$ cat config.mk
export PLATFORM = sky130hd
export DESIGN_NAME = wb_port_arbiter_3_flat
export DESIGN_NICKNAME = d
export VERILOG_FILES = /design/src/rtl/wb_port_arbiter_3_if.sv /design/src/rtl/wb_port_arbiter_3.sv /design/src/flat_wrapper.sv
export SDC_FILE = /design/constraint.sdc
export NUM_CORES = 1
export LEC_CHECK = 0
export ABC_AREA = 1
export ABC_CLOCK_PERIOD_IN_PS = 1950
export CORE_ASPECT_RATIO = 1.1
export CORE_MARGIN = 1.5
export CORE_UTILIZATION = 36
export CTS_CLUSTER_SIZE = 10
export DETAILED_ROUTE_END_ITERATION = 8
export GPL_ROUTABILITY_DRIVEN = 0
export PLACE_DENSITY = 0.85
export SETUP_SLACK_MARGIN = 0.15
export SKIP_CTS_REPAIR_TIMING = 1
export SKIP_LAST_GASP = 1
export SYNTH_ARGS = -nofsm -noshare
export SYNTH_HDL_FRONTEND = slang
export SYNTH_SLANG_ARGS = --single-unit
$ cat constraint.sdc
create_clock -name clk -period 1.95 [get_ports clk]
set_input_delay 0.195 -clock clk [delete_from_list [all_inputs] [get_ports clk]]
set_output_delay 0.195 -clock clk [all_outputs]
set_load 0.01 [all_outputs]
$ cat src/rtl/wb_port_arbiter_3_if.sv
// ============================================================================
// Module : wb_port_arbiter_3_if
// Desc   : Requester/writeback bundle for the three-input write-port arbiter.
// Rev    : 1.0  initial release
// ============================================================================
`default_nettype none

interface wb_port_arbiter_3_if #(
  parameter int WIDTH = 32
);
  logic [2:0]       req;
  logic [WIDTH-1:0] in_0;
  logic [WIDTH-1:0] in_1;
  logic [WIDTH-1:0] in_2;
  logic [2:0]       gnt;
  logic [1:0]       sel;
  logic [WIDTH-1:0] out_data;
  logic             out_valid;
  logic             out_ready;

  modport master (
    output req, in_0, in_1, in_2, out_ready,
    input  gnt, sel, out_data, out_valid
  );

  modport slave (
    input  req, in_0, in_1, in_2, out_ready,
    output gnt, sel, out_data, out_valid
  );
endinterface

`default_nettype wire

$ cat src/rtl/wb_port_arbiter_3.sv
// ============================================================================
// Module : wb_port_arbiter_3
// Desc   : Round-robin arbiter steering one of three 32-bit words per cycle
//          into a one-entry valid/ready output register.
// Rev    : 1.0  initial release
// ============================================================================
`default_nettype none

module mux_3_to_1_32_bit (
  input  wire logic [1:0]  sel_i,
  input  wire logic [31:0] in_0_i,
  input  wire logic [31:0] in_1_i,
  input  wire logic [31:0] in_2_i,
  output logic      [31:0] out_o
);
  always_comb begin
    out_o = 32'h0;
    case (sel_i)
      2'd0:    out_o = in_0_i;
      2'd1:    out_o = in_1_i;
      2'd2:    out_o = in_2_i;
      default: out_o = 32'h0;
    endcase
  end
endmodule

module wb_port_arbiter_3 #(
  parameter int WIDTH = 32
) (
  input wire logic              clk,
  input wire logic              rst,
  wb_port_arbiter_3_if.slave    bus
);
  localparam logic [0:0] ST_EMPTY = 1'b0;
  localparam logic [0:0] ST_FULL  = 1'b1;
  localparam logic [1:0] SEL_NONE = 2'b11;

  logic [0:0]  state_q, state_d;
  logic [1:0]  last_q, last_d;
  logic [1:0]  sel_q, sel_d;
  logic [31:0] out_data_q, out_data_d;

  logic        valid_w;
  logic        acc_w;
  logic        drain_w;
  logic [1:0]  ord0_w, ord1_w, ord2_w;
  logic [1:0]  winner_w;
  logic [1:0]  mux_sel_w;
  logic [31:0] mux_out_w;

  assign valid_w = (state_q == ST_FULL);
  assign acc_w   = (|bus.req) && (!valid_w || bus.out_ready);
  assign drain_w = valid_w && bus.out_ready;

  // Search order starts one past the last winner and wraps mod 3.
  always_comb begin
    ord0_w = 2'd0;
    ord1_w = 2'd1;
    ord2_w = 2'd2;
    case (last_q)
      2'd0: begin ord0_w = 2'd1; ord1_w = 2'd2; ord2_w = 2'd0; end
      2'd1: begin ord0_w = 2'd2; ord1_w = 2'd0; ord2_w = 2'd1; end
      default: begin ord0_w = 2'd0; ord1_w = 2'd1; ord2_w = 2'd2; end
    endcase
  end

  always_comb begin
    winner_w = ord2_w;
    if (bus.req[ord0_w])      winner_w = ord0_w;
    else if (bus.req[ord1_w]) winner_w = ord1_w;
  end

  assign mux_sel_w = acc_w ? winner_w : SEL_NONE;

  mux_3_to_1_32_bit u_mux (
    .sel_i  (mux_sel_w),
    .in_0_i (bus.in_0),
    .in_1_i (bus.in_1),
    .in_2_i (bus.in_2),
    .out_o  (mux_out_w)
  );

  // Grant is masked by reset so no requester believes it was served.
  always_comb begin
    bus.gnt = 3'b000;
    if (!rst && acc_w) begin
      bus.gnt[winner_w] = 1'b1;
    end
  end

  always_comb begin
    state_d    = state_q;
    last_d     = last_q;
    sel_d      = sel_q;
    out_data_d = out_data_q;
    if (acc_w) begin
      state_d    = ST_FULL;
      last_d     = winner_w;
      sel_d      = winner_w;
      out_data_d = mux_out_w;
    end else if (drain_w) begin
      state_d = ST_EMPTY;
      sel_d   = SEL_NONE;
    end
  end

  always_ff @(posedge clk or posedge rst) begin
    if (rst) begin
      state_q    <= ST_EMPTY;
      last_q     <= 2'd2;
      sel_q      <= SEL_NONE;
      out_data_q <= 32'h0;
    end else begin
      state_q    <= state_d;
      last_q     <= last_d;
      sel_q      <= sel_d;
      out_data_q <= out_data_d;
    end
  end

  assign bus.out_valid = valid_w;
  assign bus.sel       = sel_q;
  assign bus.out_data  = out_data_q;

endmodule

`default_nettype wire

$ cat src/flat_wrapper.sv
// flat-port wrapper written by rule: the top's interface ports become plain ports
module wb_port_arbiter_3_flat 
#(
  parameter int WIDTH = 32
)
  (clk, rst, bus_req, bus_in_0, bus_in_1, bus_in_2, bus_out_ready, bus_gnt, bus_sel, bus_out_data, bus_out_valid);
  wb_port_arbiter_3_if #(.WIDTH(WIDTH)) bus_i ();
  input wire logic clk;
  input wire logic rst;
  input wire logic [$bits(bus_i.req)-1:0] bus_req;
  input wire logic [$bits(bus_i.in_0)-1:0] bus_in_0;
  input wire logic [$bits(bus_i.in_1)-1:0] bus_in_1;
  input wire logic [$bits(bus_i.in_2)-1:0] bus_in_2;
  input wire logic [$bits(bus_i.out_ready)-1:0] bus_out_ready;
  output wire logic [$bits(bus_i.gnt)-1:0] bus_gnt;
  output wire logic [$bits(bus_i.sel)-1:0] bus_sel;
  output wire logic [$bits(bus_i.out_data)-1:0] bus_out_data;
  output wire logic [$bits(bus_i.out_valid)-1:0] bus_out_valid;
  assign bus_i.req = bus_req;
  assign bus_i.in_0 = bus_in_0;
  assign bus_i.in_1 = bus_in_1;
  assign bus_i.in_2 = bus_in_2;
  assign bus_i.out_ready = bus_out_ready;
  assign bus_gnt = bus_i.gnt;
  assign bus_sel = bus_i.sel;
  assign bus_out_data = bus_i.out_data;
  assign bus_out_valid = bus_i.out_valid;
  wb_port_arbiter_3 #(.WIDTH(WIDTH)) u_core (.clk(clk), .rst(rst), .bus(bus_i));
endmodule
==> results.cfg <==
[die]
coreArea_mm2 = 0.005465
fp.dieW_um = 75.36
io-pin-count = 140
placementRows = 28
die_h_um = 82.59
die_area_mm2 = 0.006224
start_util_pct = 37.93

[synthesis]
synth-edff-count = 0
synth_cells = 262
synth_area_leaders = dfrtp_1 41%, nand3_1 24%, nand4_1 9.7%
yosys.area.top_type = dfrtp_1
ys_warn_count = 0
ys_seq_elements = 37
yosysMostFrequentCell = nand3_1
synthesis.nets = 364
syn_area_mm2 = 0.002073
synth_ff_type = dfrtp_1
synth_cell_types = 22
synth_common_cells = 98 x nand3_1, 45 x nand2_1, 34 x dfrtp_1, 32 x nand4_1, 9 x buf_2
synth_seq_area_share_pct = 44.84
avgSynthCellArea_um2 = 7.913
ys_async_sr_fraction_pct = 100.0
synth_top_area_share_pct = 41.04

[timing]
fin_crit_sh_pct = 93.75
worst_pin_slew_ns = 0.4221
rsz0062_at_grt = yes
finalHoldViolCount = 0
layout_min_cycle_time_ns = 1.828
fmax_ghz = 0.5470
fin_ws_ns = 0.1218
slew_headroom_pct = 71.56
slew_violations = 0
fin_skew_ns = 0.007346
setup_violations = 0

[power_and_ir_drop]
finalPower_uw = 4421
seq_power_share_pct = 31.2
p_leak_uw = 0.001520
p_int_uw = 2669
power.density_mw_per_mm2 = 1206
pwr-share-clk_pct = 11.4
p_comb_share_pct = 57.4
peakVddDrop_v = 0.0006437
p_sw_uw = 1752
swShare_pct = 39.63

[critical_path]
crit_path_frequent_cell = nand2_2
critPathKind = reg2out
end_kind = primary output
critPathRequiredTime_ns = 1.75
path_cells = nand2_2 > nand3_2 > nand2_2 > buf_6 > nor2_4 > inv_2 > nor3_2 > buf_2
slowest_stage = dfstp_2
critPathMaxFanout = 4
critPathMaxStageDelay_ns = 0.60
worstPathArrival_ns = 1.63
cp-start-kind = flip-flop

[routing]
wl_per_cell_um = 15.52
dr.pass1.iters = 5
wl_mm = 7.465
route.detailed.drc = 0
viasPerCell = 5.254
detail-route-antenna-nets = 0
vias = 2527
drtIter0Drc = 79

[global_routing]
grt-ovfl-total = 0
track_usage_pct = 23.73
grt_max_degree = 37
grt_pass1_wl_mm = 11.29
grt_pass1_vias = 2442
antenna_found_initial = 0

[outcome]
status = complete, no violations

[finish]
nets = 507
synthToLayoutAreaGrowth_pct = 76.83
multi_input_comb_area_um2 = 996.0
regArea_um2 = 930.9
drive_gt1_share_pct = 12.32
diodes = 0
nFillCells = 488

[cts]
root_buffer = clkbuf_8
numCtsBuffers = 5
clk_pin_slew_worst_paths_ns = 0.07
tritoncts = built
cts_buffer_depth = 2
htreeDepth = 2
clock_latency_ns = 0.28
cts_sinks = 37

[worst_hold_path]
hp-class = in2async

[flow_run]
maxCapViolCount = 0

[placement]
post-place-ws_ns = -0.1343
hpwl_mm = 5.521
numPortBuffers = 139
registers in the layout, summed over array words and instances, names as in the netlist:
name                  cells
u_core.bus.out_valid      1
u_core.last_q             2
u_core.bus.out_data      32
u_core.bus.sel            2
power by group through the flow:
stage | combinational (µW) | sequential [µW] | clock [µW]
global route | 2740 | 1420 | 554
floorplan | 1010 | 1530 | 0
finish | 2540 | 1380 | 504
global placement | 2430 | 1350 | 0
CTS | 2500 | 1360 | 521
detailed placement | 2480 | 1370 | 0
layout by cell type (no fill, tap or decap), types with 3 or more instances in the layout:
cell type        count
nor2_1               3
nand3_1             96
nand4_1             32
inv_2                5
nand2_2              4
nand2_1             44
clkdlybuf4s50_1    136
buf_4               18
clkbuf_8             5
dfrtp_1             33
dfstp_2              3
inv_1                6
routing by layer:
metal / vias up / GRT usage (%) / share of wire (%)
met1: 1202 / 26.35 / 38
met4: 0 / 5.714 / 0.79
met2: 106 / 44.74 / 53
li1: 1213 / - / -
met3: 6 / 5.825 / 7.9
met5: - / 0 / 0
metrics by stage:
stage,cell area (µm²),hold slack (ns),setup TNS [ns],instances,utilization [%]
floorplan,2073,0.3015,0,262,-
global placement,3551,0.4823,-0.07987,471,64.97
detailed placement,3551,0.4866,-0.3033,471,64.97
CTS,3632,0.3632,-0.7297,479,66.46
global route,3666,0.4216,0,481,67.08
finish,3666,0.3977,0,481,67.08
cell type report:
type                       instances  area share (%)
sequential                        37           25.39
clock buffer                       7           2.082
tap                               75           2.560
clock inverter                     1          0.1365
inverter                          11           1.126
multi-input combinational        192           27.17
timing repair buffer             158           41.54
cells by family after synthesis:
kind of cell           after synthesis  share of synthesized area [%]
buffers and inverters               33                          8.509
flip-flops                          37                          44.84
AND/OR/NAND/NOR                    185                          44.18
AO/OA/AOI/OAI                        7                          2.474
final timing paths:
path	start	to	slack (ns)	cells after the start
setup / recovery	u_core.last_q[1]$_DFFE_PP1N_	bus_gnt[0]	0.12	8
hold / removal	rst	u_core.bus.out_data[3]$_DFFE_PP0N_	0.40	3
max in group asynchronous	rst	u_core.bus.sel[0]$_DFFE_PP1P_	1.28	3
setup reg to reg	u_core.last_q[1]$_DFFE_PP1N_	u_core.bus.out_data[12]$_DFFE_PP0N_	0.19	8
hold reg to reg	u_core.bus.out_data[12]$_DFFE_PP0N_	u_core.bus.out_data[12]$_DFFE_PP0N_	0.50	2
min in group clk	u_core.bus.out_data[12]$_DFFE_PP0N_	u_core.bus.out_data[12]$_DFFE_PP0N_	0.50	2
worst max-delay path, delay by kind of cell, from the launching register on:
family	cells	cell delay, ns
buffers and inverters	3	0.31
DFF	1	0.60
and+or+nand+nor	5	0.45
Power figures use the tool's default switching activity.
